**config.mk**
```make
export PLATFORM = sky130hd
export DESIGN_NAME = hex_display_scanner
export DESIGN_NICKNAME = d
export VERILOG_FILES = /design/src/rtl/seg7_pkg.sv /design/src/rtl/seg7_glyph.sv /design/src/rtl/hex_display_scanner.sv
export SDC_FILE = /design/constraint.sdc
export NUM_CORES = 1
export LEC_CHECK = 0
export CORE_AREA = 2 2 109 111
export DETAILED_ROUTE_END_ITERATION = 10
export DIE_AREA = 0 0 111 113
export MAX_ROUTING_LAYER = met4
export SLEW_MARGIN = 20
export SYNTH_ARGS = -nofsm -noshare
export SYNTH_HDL_FRONTEND = slang
export SYNTH_SLANG_ARGS = --single-unit
```
**constraint.sdc**
```tcl
create_clock -name CLK -period 6.11 [get_ports CLK]
set_input_delay 0.611 -clock CLK [delete_from_list [all_inputs] [get_ports CLK]]
set_output_delay 0.611 -clock CLK [all_outputs]
set_load 0.03 [all_outputs]
```
**src/rtl/seg7_pkg.sv**
```systemverilog
// Shared constants for the 7-segment display blocks: glyph table,
// segment level constants and a counter width helper.
package seg7_pkg;

    // Active-high segment levels; polarity inversion is applied at the pins.
    localparam logic SEG_ON  = 1'b1;
    localparam logic SEG_OFF = 1'b0;

    // Hex glyphs, bit6..bit0 = g..a, active-high form.
    localparam logic [6:0] GLYPH [16] = '{
        7'h3F, 7'h06, 7'h5B, 7'h4F,
        7'h66, 7'h6D, 7'h7D, 7'h07,
        7'h7F, 7'h67, 7'h77, 7'h7C,
        7'h39, 7'h5E, 7'h79, 7'h71
    };

    // Width of a counter that spans 0..n-1, never less than one bit.
    function automatic int ctr_width(input int n);
        return (n <= 2) ? 1 : $clog2(n);
    endfunction

endpackage

```
**src/rtl/seg7_glyph.sv**
```systemverilog
// Combinational nibble-to-segment lookup (active-high glyphs).
module seg7_glyph
    import seg7_pkg::*;
(
    input  logic [3:0] nibble,
    output logic [6:0] seg
);

    // Straight table lookup; polarity is handled by the caller.
    assign seg = GLYPH[nibble];

endmodule

```
**src/rtl/hex_display_scanner.sv**
```systemverilog
// Time-multiplexed hex display scanner with tear-free shadow load,
// leading-zero suppression and inter-digit ghost blanking.
module hex_display_scanner
    import seg7_pkg::*;
#(
    parameter int NUM_DIGITS     = 4,
    parameter int SCAN_DIV       = 50000,
    parameter int BLANK_CYCLES   = 2,
    parameter int SEG_ACTIVE_LOW = 0,
    parameter int DIG_ACTIVE_LOW = 1,
    parameter int LZ_SUPPRESS    = 1
) (
    input  logic                    CLK,
    input  logic                    RESET,
    input  logic [4*NUM_DIGITS-1:0] VALUE,
    input  logic [NUM_DIGITS-1:0]   DP_IN,
    input  logic [NUM_DIGITS-1:0]   BLANK_IN,
    input  logic                    LOAD,
    output logic [6:0]              SEGLED,
    output logic                    DP,
    output logic [NUM_DIGITS-1:0]   DIGSEL,
    output logic                    FRAME
);

    localparam int   CNT_W   = ctr_width(SCAN_DIV);
    localparam int   IDX_W   = ctr_width(NUM_DIGITS);
    localparam int   VAL_W   = 4 * NUM_DIGITS;
    localparam logic SEG_POL = (SEG_ACTIVE_LOW != 0);
    localparam logic DIG_POL = (DIG_ACTIVE_LOW != 0);

    logic [CNT_W-1:0]      cnt;
    logic [IDX_W-1:0]      idx;
    logic [VAL_W-1:0]      pend_val, act_val;
    logic [NUM_DIGITS-1:0] pend_dp, act_dp;
    logic [NUM_DIGITS-1:0] pend_blank, act_blank;

    logic cnt_wrap, idx_wrap, boundary, ghost;

    assign cnt_wrap = (cnt == CNT_W'(SCAN_DIV - 1));
    assign idx_wrap = (idx == IDX_W'(NUM_DIGITS - 1));
    assign boundary = cnt_wrap && idx_wrap;

    // Ghost window: the first BLANK_CYCLES cycles of every slot are dark.
    generate
        if (BLANK_CYCLES > 0) begin : g_ghost
            assign ghost = (cnt < CNT_W'(BLANK_CYCLES));
        end else begin : g_no_ghost
            assign ghost = 1'b0;
        end
    endgenerate

    // Prescaler and digit index: cnt wraps every SCAN_DIV cycles, idx steps on the wrap.
    always_ff @(posedge CLK) begin
        if (RESET) begin
            cnt <= '0;
            idx <= '0;
        end else if (cnt_wrap) begin
            cnt <= '0;
            idx <= idx_wrap ? '0 : idx + 1'b1;
        end else begin
            cnt <= cnt + 1'b1;
        end
    end

    // Shadow load: LOAD fills pending; the frame boundary copies it to active,
    // taking the freshly loaded inputs directly if LOAD lands on that cycle.
    always_ff @(posedge CLK) begin
        if (RESET) begin
            pend_val   <= '0;
            pend_dp    <= '0;
            pend_blank <= '0;
            act_val    <= '0;
            act_dp     <= '0;
            act_blank  <= '0;
        end else begin
            if (LOAD) begin
                pend_val   <= VALUE;
                pend_dp    <= DP_IN;
                pend_blank <= BLANK_IN;
            end
            if (boundary) begin
                act_val   <= LOAD ? VALUE    : pend_val;
                act_dp    <= LOAD ? DP_IN    : pend_dp;
                act_blank <= LOAD ? BLANK_IN : pend_blank;
            end
        end
    end

    logic [NUM_DIGITS-1:0] lz;
    logic                  zero_run;
    logic [3:0]            cur_nib;
    logic                  cur_dp, cur_blank, cur_lz;
    logic [NUM_DIGITS-1:0] dig_sel;
    logic [6:0]            glyph;
    logic [6:0]            seg_n;
    logic                  dp_n;
    logic [NUM_DIGITS-1:0] dig_n;

    // Leading-zero mask and the selected digit's attributes for the current slot.
    always_comb begin
        zero_run  = 1'b1;
        lz        = '0;
        cur_nib   = 4'h0;
        cur_dp    = 1'b0;
        cur_blank = 1'b0;
        cur_lz    = 1'b0;
        dig_sel   = '0;
        for (int i = NUM_DIGITS - 1; i >= 0; i--) begin
            zero_run = zero_run && (act_val[4*i +: 4] == 4'h0);
            lz[i]    = (LZ_SUPPRESS != 0) && (i > 0) && zero_run;
        end
        for (int i = 0; i < NUM_DIGITS; i++) begin
            if (idx == IDX_W'(i)) begin
                cur_nib    = act_val[4*i +: 4];
                cur_dp     = act_dp[i];
                cur_blank  = act_blank[i];
                cur_lz     = lz[i];
                dig_sel[i] = 1'b1;
            end
        end
    end

    seg7_glyph u_glyph (
        .nibble (cur_nib),
        .seg    (glyph)
    );

    // Active-high next outputs: blanked digits kill segments and DP,
    // suppressed digits keep their DP, the ghost window kills everything.
    always_comb begin
        seg_n = {7{SEG_OFF}};
        dp_n  = SEG_OFF;
        dig_n = '0;
        if (!ghost) begin
            dig_n = dig_sel;
            if (!cur_blank) begin
                dp_n = cur_dp ? SEG_ON : SEG_OFF;
                if (!cur_lz) begin
                    seg_n = glyph;
                end
            end
        end
    end

    // Registered pin drivers with polarity applied; reset forces everything off.
    always_ff @(posedge CLK) begin
        if (RESET) begin
            SEGLED <= {7{SEG_POL}};
            DP     <= SEG_POL;
            DIGSEL <= {NUM_DIGITS{DIG_POL}};
            FRAME  <= 1'b0;
        end else begin
            SEGLED <= seg_n ^ {7{SEG_POL}};
            DP     <= dp_n ^ SEG_POL;
            DIGSEL <= dig_n ^ {NUM_DIGITS{DIG_POL}};
            FRAME  <= boundary;
        end
    end

endmodule

```
==> results of run 1 <==
-- final cells by class --
cell class / instances / area (sq um)
sequential: 79 / 1580
fill: 1139 / 7130
timing repair buffer: 41 / 405
multi-input combinational: 250 / 1630
tap: 143 / 179
inverter: 9 / 33.8
clock inverter: 6 / 85.1
clock buffer: 10 / 229
-- worst min-delay path, cell delays in order, from the launching register on --
cell and delay, ps:
dfxtp_1 330, nand2_1 50, o21ai_0 50
-- cells in the mapped netlist, types with 2 or more instances --
cell / instances
dfxtp_1: 79
nor2_1: 54
nand2_1: 40
mux2i_1: 25
o21ai_2: 13
a21oi_1: 12
ha_1: 12
inv_1: 9
xnor2_1: 9
a211oi_1: 8
clkbuf_1: 8
o21ai_1: 7
nand3b_1: 6
o21ai_0: 6
buf_6: 5
nand4_1: 5
nor3_1: 5
nor3b_1: 5
nor4_1: 5
xor2_1: 5
a31oi_1: 4
nand3_1: 4
and2_1: 3
buf_2: 3
nor2b_1: 3
a311o_1: 2
o21bai_1: 2
or2_2: 2
-- worst min path at each step --
stage                    to  slack [ps]  cells past startpoint
6_report       act_blank[2]         460                      2
2_1_floorplan     act_dp[3]         420                      2
4_1_cts        act_blank[2]         460                      2
5_1_grt           act_dp[2]         480                      2
3_3_place_gp         cnt[0]         450                      1
3_5_place_dp   act_blank[2]         450                      2
-- power by group through the flow --
stage / Sequential (uW) / Clock [uW] / Combinational, uW
2_1_floorplan: 555 / 0 / 35.3
3_5_place_dp: 547 / 0 / 77.8
3_3_place_gp: 547 / 0 / 76.8
6_report: 536 / 559 / 76.9
4_1_cts: 536 / 573 / 78.1
5_1_grt: 537 / 593 / 83.4
-- stage by stage --
stage	worst slack, ps	instances	util (%)	power, uW
after floorplan	3750	356	-	591
final	3320	538	36.7	1170
after global placement	3450	522	33.9	624
after CTS	3340	538	36.7	1190
after global routing	2960	538	36.7	1210
after detailed placement	3360	522	33.9	625
-- cells by family after synthesis --
logic type	synth area share (%)
mux	7.83
buf+inv	4.38
xor+xnor	3.67
simple gates	20.2
compound gates	12.1
flops	47.3
fa+ha+maj	4.49
-- flip-flops by register name, summed over array words and instances (netlist names), 4 cells and up --
signal / count
DIGSEL: 4
SEGLED: 7
act_blank: 4
act_dp: 4
act_val: 16
cnt: 16
pend_blank: 4
pend_dp: 4
pend_val: 16
-- routing by layer --
metal | track usage (%) | vias up | share of wire [%]
met2 | 18.1 | 41 | 47
met4 | 5.92 | 0 | 1.6
met5 | - | - | 0
met1 | 13.2 | 1156 | 48
li1 | - | 1297 | -
met3 | 3.16 | 9 | 3.9
==> results.py, run 1 <==
metrics = {
    "status": {
        "status": "completed",
    },
    "detailed_routing": {
        "drt_drc": 0,
        "vias_cell": 4.65,
        "antenna_violating_nets_post_route": 0,
        "drt_pre_antenna_iters": 4,
        "drt_first_iter_violations": 69,
        "route.final.wire_length_microns": 6780,
        "dr_total_vias": 2503,
        "wl_per_cell_microns": 12.6,
    },
    "clock_network": {
        "cts_made_buffers": 9,
        "latest_clock_arrival_within_the_worst_skew_pair_ps": 340,
        "clock_sinks": 79,
        "post_cts_resized": 0,
        "clkSlewWorstSetupHoldPaths_ps": 60,
        "cts_hold_buffers": 0,
        "cts-htree-levels": 3,
        "postCtsSetupRepairBufs": 0,
        "cts.path.max_buffers": 2,
        "cts_root_buf": "clkbuf_16",
        "clock_tree_from_tritoncts": "done",
    },
    "pwr": {
        "power.share.clock_pct": 47.7,
        "switchingPower_uw": 249,
        "vdd.ir_drop.worst_mv": 0.127,
        "switching_share_pct": 21.2,
        "cellPowerDensity_mw_per_mm2": 283,
        "internal-power_uw": 923,
        "seq_power_share_pct": 45.7,
        "power.combinational.fraction_pct": 6.6,
        "static-leakage-power_uw": 0.00160,
    },
    "die": {
        "die_width_microns": 111,
        "fp.dieH_microns": 113,
        "core.rowCount": 39,
        "floorplan.die_area_sq_mm": 0.0125,
        "initial_utilization_pct": 29.6,
        "design.core.area_sq_mm": 0.0113,
        "ioPinCount": 40,
    },
    "setup_path": {
        "cp-start-kind": "flip-flop",
        "cp.buffers_inverters": 1,
        "crit_path_end_kind": "flip-flop",
        "cp_cell_sequence": "ha_1 > a211oi_1 > a221oi_1 > inv_1 > ha_1 > a211oi_1 > a31oi_1 > a21oi_1",
        "cp.required_ps": 6370,
        "setup.reg_to_reg.worst_slack_ps": 3320,
        "worst_ep_arrival_time_ps": 3050,
        "critPathMaxStageDelay_ps": 670,
        "crit_slowest_cell": "a221oi_1",
        "r2r_end": "SEGLED[3]",
        "timing.critical_path.max_delay_family": "compound AO/OA/AOI/OAI gates",
        "r2r_cells": 8,
        "crit_start": "idx[1]",
        "timing.critical_path.fanout_max": 19,
        "timing.rr.start": "idx[1]",
        "worstSetupPathDepth": 8,
        "worstSetupPathType": "reg -> reg",
        "cp-endpoint": "SEGLED[3]",
    },
    "synth": {
        "edff_count_synth": 0,
        "synth_ff_type": "dfxtp_1",
        "post_synth.cell_area_avg_sq_um": 9.38,
        "synth_largest_type_area_fraction_pct": 47.3,
        "netlist_area_sq_mm": 0.00334,
        "synthTopCellsByArea": "dfxtp_1 47%, mux2i_1 7.5%, nor2_1 6.1%",
        "yosys.area.top_type": "dfxtp_1",
        "ys_async_sr_fraction_pct": 0,
        "synthesis.yosys.warnings": 0,
        "syn_inst": 356,
        "syn-num-nets": 395,
        "synthDistinctLibCells": 43,
        "ys_seq_area_share_pct": 47.3,
        "synth_seq_cells": 79,
    },
    "global_routing": {
        "first_pass_grt_wire_length_microns": 11000,
        "grt_start_max_net_pins": 32,
        "overflow_left_after_global_routing": 0,
        "grt_use_total_pct": 11.4,
        "grt_antenna_before_repair": 0,
        "first_global_vias": 2324,
    },
    "timing": {
        "final_period_minus_worst_setup_slack_ps": 2790,
        "worstMarginPinSlew_ps": 724,
        "hold_viol": 0,
        "slew_headroom_pct": 51.7,
        "slew_violations": 0,
        "grt_setup_unrepaired": "no",
        "layout_worst_path_cycle_share_pct": 45.7,
        "setup-violations-final": 0,
        "clock.fmax_mhz": 358,
        "setup_skew_after_layout_ps": 6.87,
        "setup-tns-final_ps": 0,
        "worst_hold_slack_ps": 459,
    },
    "layout": {
        "layout-drive-gt1-share_pct": 9.62,
        "layout.nets": 429,
        "layout.cells.most_common_list": "79 x dfxtp_1, 54 x nor2_1, 40 x nand2_1, 39 x clkdlybuf4s50_1, 25 x mux2i_1",
        "antenna-diode-count": 0,
        "area_growth_pct": 24.0,
        "mostFrequentLayoutCell": "dfxtp_1",
        "final_area_sq_mm": 0.00414,
    },
    "hold_path": {
        "hold_start": "act_blank[2]",
        "class_of_the_tightest_hold_or_removal_check": "reg -> reg",
    },
    "place": {
        "gp_congestion": 0.851,
        "placement.cell_area_sq_mm": 0.00382,
        "half_perimeter_wire_length_after_detailed_placement_microns": 4810,
        "io_buffers": 39,
    },
    "flow_run": {
        "cap_violations": 0,
    },
}
Note: power is estimated with default switching activity, not from simulation.
==> run 2, diff against run 1 <==
clock period = 2.4 ns   (was 6.11 ns; I/O delays follow)
==> results.py, run 2 (same netlist as run 1, synthesis figures left out) <==
metrics = {
    "status": {
        "status": "completed",
    },
    "hold_path": {
        "hold_path_end": "act_dp[0]",
        "hold_start": "act_dp[0]",
        "class_of_the_tightest_hold_or_removal_check": "reg -> reg",
        "holdPathStages": 2,
    },
    "place": {
        "place.detailed.instances": 529,
        "io_buffers": 39,
        "half_perimeter_wire_length_after_detailed_placement_microns": 4860,
        "gp_congestion": 0.828,
        "placement.cell_area_sq_mm": 0.00387,
    },
    "timing": {
        "clock.fmax_mhz": 445,
        "slew_violations": 0,
        "worst_hold_slack_ps": 454,
        "hold_viol": 0,
        "worstMarginPinSlew_ps": 670,
        "setup_skew_after_layout_ps": 6.96,
        "setup-violations-final": 0,
        "layout_worst_path_cycle_share_pct": 93.6,
        "final_period_minus_worst_setup_slack_ps": 2250,
        "slew_headroom_pct": 55.3,
    },
    "detailed_routing": {
        "drt_drc": 0,
        "antenna_violating_nets_post_route": 0,
        "wl_per_cell_microns": 12.2,
        "route.final.wire_length_microns": 6650,
        "drt_pre_antenna_iters": 4,
        "drt_first_iter_violations": 85,
        "dr_total_vias": 2507,
        "vias_cell": 4.58,
    },
    "layout": {
        "antenna-diode-count": 0,
        "layout.cells.most_common_list": "79 x dfxtp_1, 54 x nor2_1, 40 x nand2_1, 39 x clkdlybuf4s50_1, 25 x mux2i_1",
        "final_area_sq_mm": 0.00422,
        "mostFrequentLayoutCell": "dfxtp_1",
        "fillers": 1134,
        "layout.nets": 438,
        "area_growth_pct": 26.2,
        "non_filler_cells_final": 547,
        "biggestRegsByFlops": "act_val: 16 flops, cnt: 16 flops, pend_val: 16 flops",
        "layout-drive-gt1-share_pct": 12.9,
    },
    "setup_path": {
        "crit_path_end_kind": "flip-flop",
        "r2r_cells": 8,
        "crit_top_cell": "nor2_1",
        "r2r_end": "SEGLED[4]",
        "worstSetupPathType": "reg -> reg",
        "timing.critical_path.fanout_max": 10,
        "crit_slowest_cell": "a311o_1",
        "cp_cell_sequence": "inv_1 > ha_1 > buf_4 > nor2_1 > a311o_1 > mux2_2 > a21oi_1 > nor2_1",
        "timing.rr.start": "idx[0]",
        "cp.required_ps": 2600,
        "cp-start-kind": "flip-flop",
        "worst_ep_arrival_time_ps": 2440,
        "critPathMaxStageDelay_ps": 410,
        "setup.reg_to_reg.worst_slack_ps": 150,
    },
    "clock_network": {
        "clock_sinks": 79,
        "clkSlewWorstSetupHoldPaths_ps": 60,
        "cts-htree-levels": 3,
        "cts_root_buf": "clkbuf_16",
        "cts.path.max_buffers": 2,
        "clock_tree_from_tritoncts": "done",
        "latest_clock_arrival_within_the_worst_skew_pair_ps": 330,
        "cts_made_buffers": 9,
        "cts_hold_buffers": 0,
    },
    "pwr": {
        "power.share.clock_pct": 46.8,
        "power.combinational.fraction_pct": 6.7,
        "vdd.ir_drop.worst_mv": 0.339,
        "seq_power_share_pct": 46.5,
        "switching_share_pct": 21.4,
        "cellPowerDensity_mw_per_mm2": 696,
        "switchingPower_uw": 628,
        "internal-power_uw": 2310,
        "static-leakage-power_uw": 0.00164,
        "total_power_uw": 2930,
    },
    "die": {
        "fp.dieH_microns": 113,
        "initial_utilization_pct": 29.6,
        "design.core.area_sq_mm": 0.0113,
        "core.rowCount": 39,
        "die_width_microns": 111,
        "floorplan.die_area_sq_mm": 0.0125,
        "ioPinCount": 40,
    },
    "global_routing": {
        "first_pass_grt_wire_length_microns": 11200,
        "first_global_vias": 2511,
        "groute.layer.met2.usage_pct": 18.3,
        "met3_track_demand_over_resource_in_global_routing_pct": 3.05,
        "overflow_left_after_global_routing": 0,
        "grt_antenna_before_repair": 0,
        "most_used_routing_layer_in_global_routing": "met2",
        "use_met1_pct": 13.2,
        "grt_use_total_pct": 11.4,
        "grt_start_max_net_pins": 26,
    },
    "flow_run": {
        "cap_violations": 0,
    },
}
## run 2: area by class of cell
class	count	area (sq um)	area share, %
multi-input combinational	250	1640	38.9
sequential	79	1580	37.5
timing repair buffer	50	473	11.2
clock buffer	11	253	5.99
tap	143	179	4.24
clock inverter	5	56.3	1.34
inverter	9	33.8	0.801
## run 2: through the flow
stage | utilization [%] | TNS, ps | worst slack [ps]
4_1_cts | 37.1 | 0 | 66.1
3_3_place_gp | 34.3 | 0 | 182
2_1_floorplan | - | 0 | 37.2
5_1_grt | 37.4 | -22.6 | -18.4
6_report | 37.4 | 0 | 154
3_5_place_dp | 34.3 | 0 | 90.9
## run 2: how the worst max path moves through the flow
stage | start | cells after the start | to | slack (ps)
6_report | idx[0] | 8 | SEGLED[4] | 150
5_1_grt | idx[0] | 9 | SEGLED[3] | -20
4_1_cts | idx[1] | 8 | SEGLED[1] | 70
3_5_place_dp | idx[1] | 8 | SEGLED[1] | 90
3_3_place_gp | idx[1] | 9 | SEGLED[3] | 180
2_1_floorplan | idx[1] | 10 | SEGLED[3] | 40
## run 2: critical path, delay by kind of cell (launching register included)
kind	cells	cell delay, ps
mux	1	380
buf+inv	2	300
fa+ha+maj	1	280
compound gates	2	560
flops	1	370
simple gates	2	230
## run 2: metal layers
layer  up-vias  share of wire, %
met2        30                47
met4         0               2.0
li1       1309                 -
met3        13               3.5
met5         -                 0
met1      1155                48
## run 2: what timing repair did
action / 4_1_cts / 5_1_grt
hold endpoints to repair: 0 / 0
endpoints found under the setup margin: 0 / 5
buffers inserted: 0 / 2
resized for setup: 0 / 4
## run 2: power by group through the flow
| stage | logic [uW] | registers (uW) | clock network, uW |
|---|---|---|---|
| after floorplan | 90.0 | 1410 | 0 |
| after global placement | 198 | 1390 | 0 |
| after detailed placement | 200 | 1390 | 0 |
| after CTS | 201 | 1360 | 1400 |
| after global routing | 214 | 1370 | 1460 |
| final | 196 | 1360 | 1370 |
==> run 3, diff against run 2 <==
CTS_CLUSTER_DIAMETER = 60   (was default)
REMOVE_ABC_BUFFERS = 1   (was default)
==> results.py, run 3 (same netlist as run 1, synthesis figures left out) <==
metrics = {
    "status": {
        "status": "completed",
    },
    "global_routing": {
        "grt_start_max_net_pins": 26,
        "grt_use_total_pct": 12.0,
        "first_pass_grt_wire_length_microns": 11800,
        "overflow_left_after_global_routing": 0,
        "grt_antenna_before_repair": 0,
        "first_global_vias": 2537,
    },
    "clock_network": {
        "cts-htree-levels": 3,
        "cts.path.max_buffers": 2,
        "clock_tree_from_tritoncts": "done",
        "clock_sinks": 79,
        "cts_made_buffers": 9,
        "clkSlewWorstSetupHoldPaths_ps": 60,
        "postCtsSetupRepairBufs": 0,
        "cts_root_buf": "clkbuf_16",
        "latest_clock_arrival_within_the_worst_skew_pair_ps": 340,
    },
    "pwr": {
        "static-leakage-power_uw": 0.00162,
        "vdd.ir_drop.worst_mv": 0.335,
        "cellPowerDensity_mw_per_mm2": 705,
    },
    "flow_run": {
        "cap_violations": 0,
    },
    "hold_path": {
        "hold_start": "act_dp[0]",
        "hold_path_end": "act_dp[0]",
        "holdPathStages": 2,
        "class_of_the_tightest_hold_or_removal_check": "reg -> reg",
    },
    "setup_path": {
        "crit_slowest_cell": "dfxtp_1",
        "r2r_end": "SEGLED[3]",
        "r2r_cells": 9,
        "cp_cell_sequence": "inv_1 > ha_1 > a211oi_1 > a221o_2 > inv_1 > ha_1 > and2_1 > o21bai_1 > a21oi_1",
        "timing.critical_path.fanout_max": 8,
        "worstSetupPathType": "reg -> reg",
        "cp-start-kind": "flip-flop",
        "cp.buffers_inverters": 2,
        "timing.critical_path.max_delay_family": "compound AO/OA/AOI/OAI gates",
        "crit_path_end_kind": "flip-flop",
        "setup.reg_to_reg.worst_slack_ps": 150,
        "worst_ep_arrival_time_ps": 2460,
        "cp.required_ps": 2610,
        "critPathMaxStageDelay_ps": 370,
        "timing.rr.start": "idx[0]",
    },
    "timing": {
        "slew_violations": 0,
        "setup-violations-final": 0,
        "clock.fmax_mhz": 444,
        "setup_skew_after_layout_ps": 5.79,
        "final_period_minus_worst_setup_slack_ps": 2250,
        "worstMarginPinSlew_ps": 660,
        "slew_headroom_pct": 56.0,
        "setup_slack_ps": 149,
        "layout_worst_path_cycle_share_pct": 93.8,
        "worst_hold_slack_ps": 452,
        "hold_viol": 0,
    },
    "die": {
        "die_width_microns": 111,
        "core.rowCount": 39,
        "initial_utilization_pct": 29.6,
        "fp.dieH_microns": 113,
        "floorplan.die_area_sq_mm": 0.0125,
        "ioPinCount": 40,
        "design.core.area_sq_mm": 0.0113,
    },
    "place": {
        "half_perimeter_wire_length_after_detailed_placement_microns": 4980,
        "gp_congestion": 0.862,
        "io_buffers": 39,
        "pre_cts_slack_ps": 94.1,
    },
    "detailed_routing": {
        "drt_pre_antenna_iters": 4,
        "drt_drc": 0,
        "wl_per_cell_microns": 12.9,
        "dr_total_vias": 2530,
        "drt_first_iter_violations": 76,
        "route.final.wire_length_microns": 7000,
        "vias_cell": 4.66,
        "antenna_violating_nets_post_route": 0,
    },
    "layout": {
        "biggestRegsByFlops": "act_val: 16 flops, cnt: 16 flops, pend_val: 16 flops",
        "layout-drive-gt1-share_pct": 11.5,
        "layout.nets": 434,
        "mostFrequentLayoutCell": "dfxtp_1",
        "antenna-diode-count": 0,
        "area_growth_pct": 25.3,
        "layout.cells.most_common_list": "79 x dfxtp_1, 54 x nor2_1, 40 x nand2_1, 39 x clkdlybuf4s50_1, 25 x mux2i_1",
    },
}
==> run 3: cell types whose count changed in the layout (fill, tap and decap cells not counted) <==
| cell | before | now |
|---|---|---|
| o21ai_0 | 6 | 5 |
| clkbuf_1 | 0 | 1 |
| ha_2 | 2 | 1 |
| o21ai_1 | 7 | 8 |
| buf_4 | 11 | 7 |
| a221oi_2 | 1 | 0 |
| o221ai_1 | 1 | 0 |
| o221ai_2 | 0 | 1 |
| a221oi_1 | 0 | 1 |
| clkinv_2 | 2 | 0 |
| clkinvlp_4 | 1 | 2 |
| ha_1 | 10 | 11 |
==> run 3: through the flow <==
step	cells	instance area (sq um)	total power, uW	setup TNS, ps	util (%)
after floorplan	338	3230	1480	0	-
after global placement	527	3860	1590	0	34.2
after CTS	543	4170	2990	0	37.0
after global routing	543	4190	3070	-7.14	37.1
final	543	4190	2950	0	37.1
after detailed placement	527	3860	1590	0	34.2
==> run 3: timing repair <==
item,CTS,global route
endpoints found under the setup margin,0,7
resized for setup,0,4
hold buffers,0,0
==> run 3: worst register-to-register path, cell delays in order, from the launching register on <==
cell and delay [ps]:
dfxtp_1 370, inv_1 110, ha_1 290, a211oi_1 270
a221o_2 280, inv_1 100, ha_1 340, and2_1 160
o21bai_1 130, a21oi_1 80
==> run 3: layout make-up <==
cell class                      instances  area [sq um]
Timing Repair Buffer                   46           443
Multi-Input combinational cell        250          1640
Fill cell                            1143          7090
Clock inverter                          4          53.8
Tap cell                              143           179
Inverter                                9          33.8
Clock buffer                           12           256
Sequential cell                        79          1580
==> run 3: worst max path at each step <==
stage               slack (ps)  cells after the start    from         to
detailed placement          90                      9  idx[0]  SEGLED[3]
global placement           190                      9  idx[0]  SEGLED[3]
floorplan                   70                      8  idx[1]  SEGLED[3]
global route                -7                      9  idx[0]  SEGLED[3]
finish                     150                      9  idx[0]  SEGLED[3]
CTS                         70                      9  idx[0]  SEGLED[3]
==> run 3: layer usage <==
| metal | share of wire (%) | vias up | global-route usage, % |
|---|---|---|---|
| li1 | - | 1297 | - |
| met1 | 47 | 1177 | 14.2 |
| met2 | 48 | 40 | 19.6 |
| met3 | 3.4 | 16 | 3.48 |
| met4 | 2.1 | 0 | 4.58 |
| met5 | 0 | - | - |
==> run 3: where the power goes <==
part | switching (uW) | leakage (uW) | total, uW | internal, uW
registers | 13.7 | 0.000643 | 1360 | 1350
clock network | 530 | 0.000145 | 1390 | 864
logic | 101 | 0.000832 | 194 | 92.9
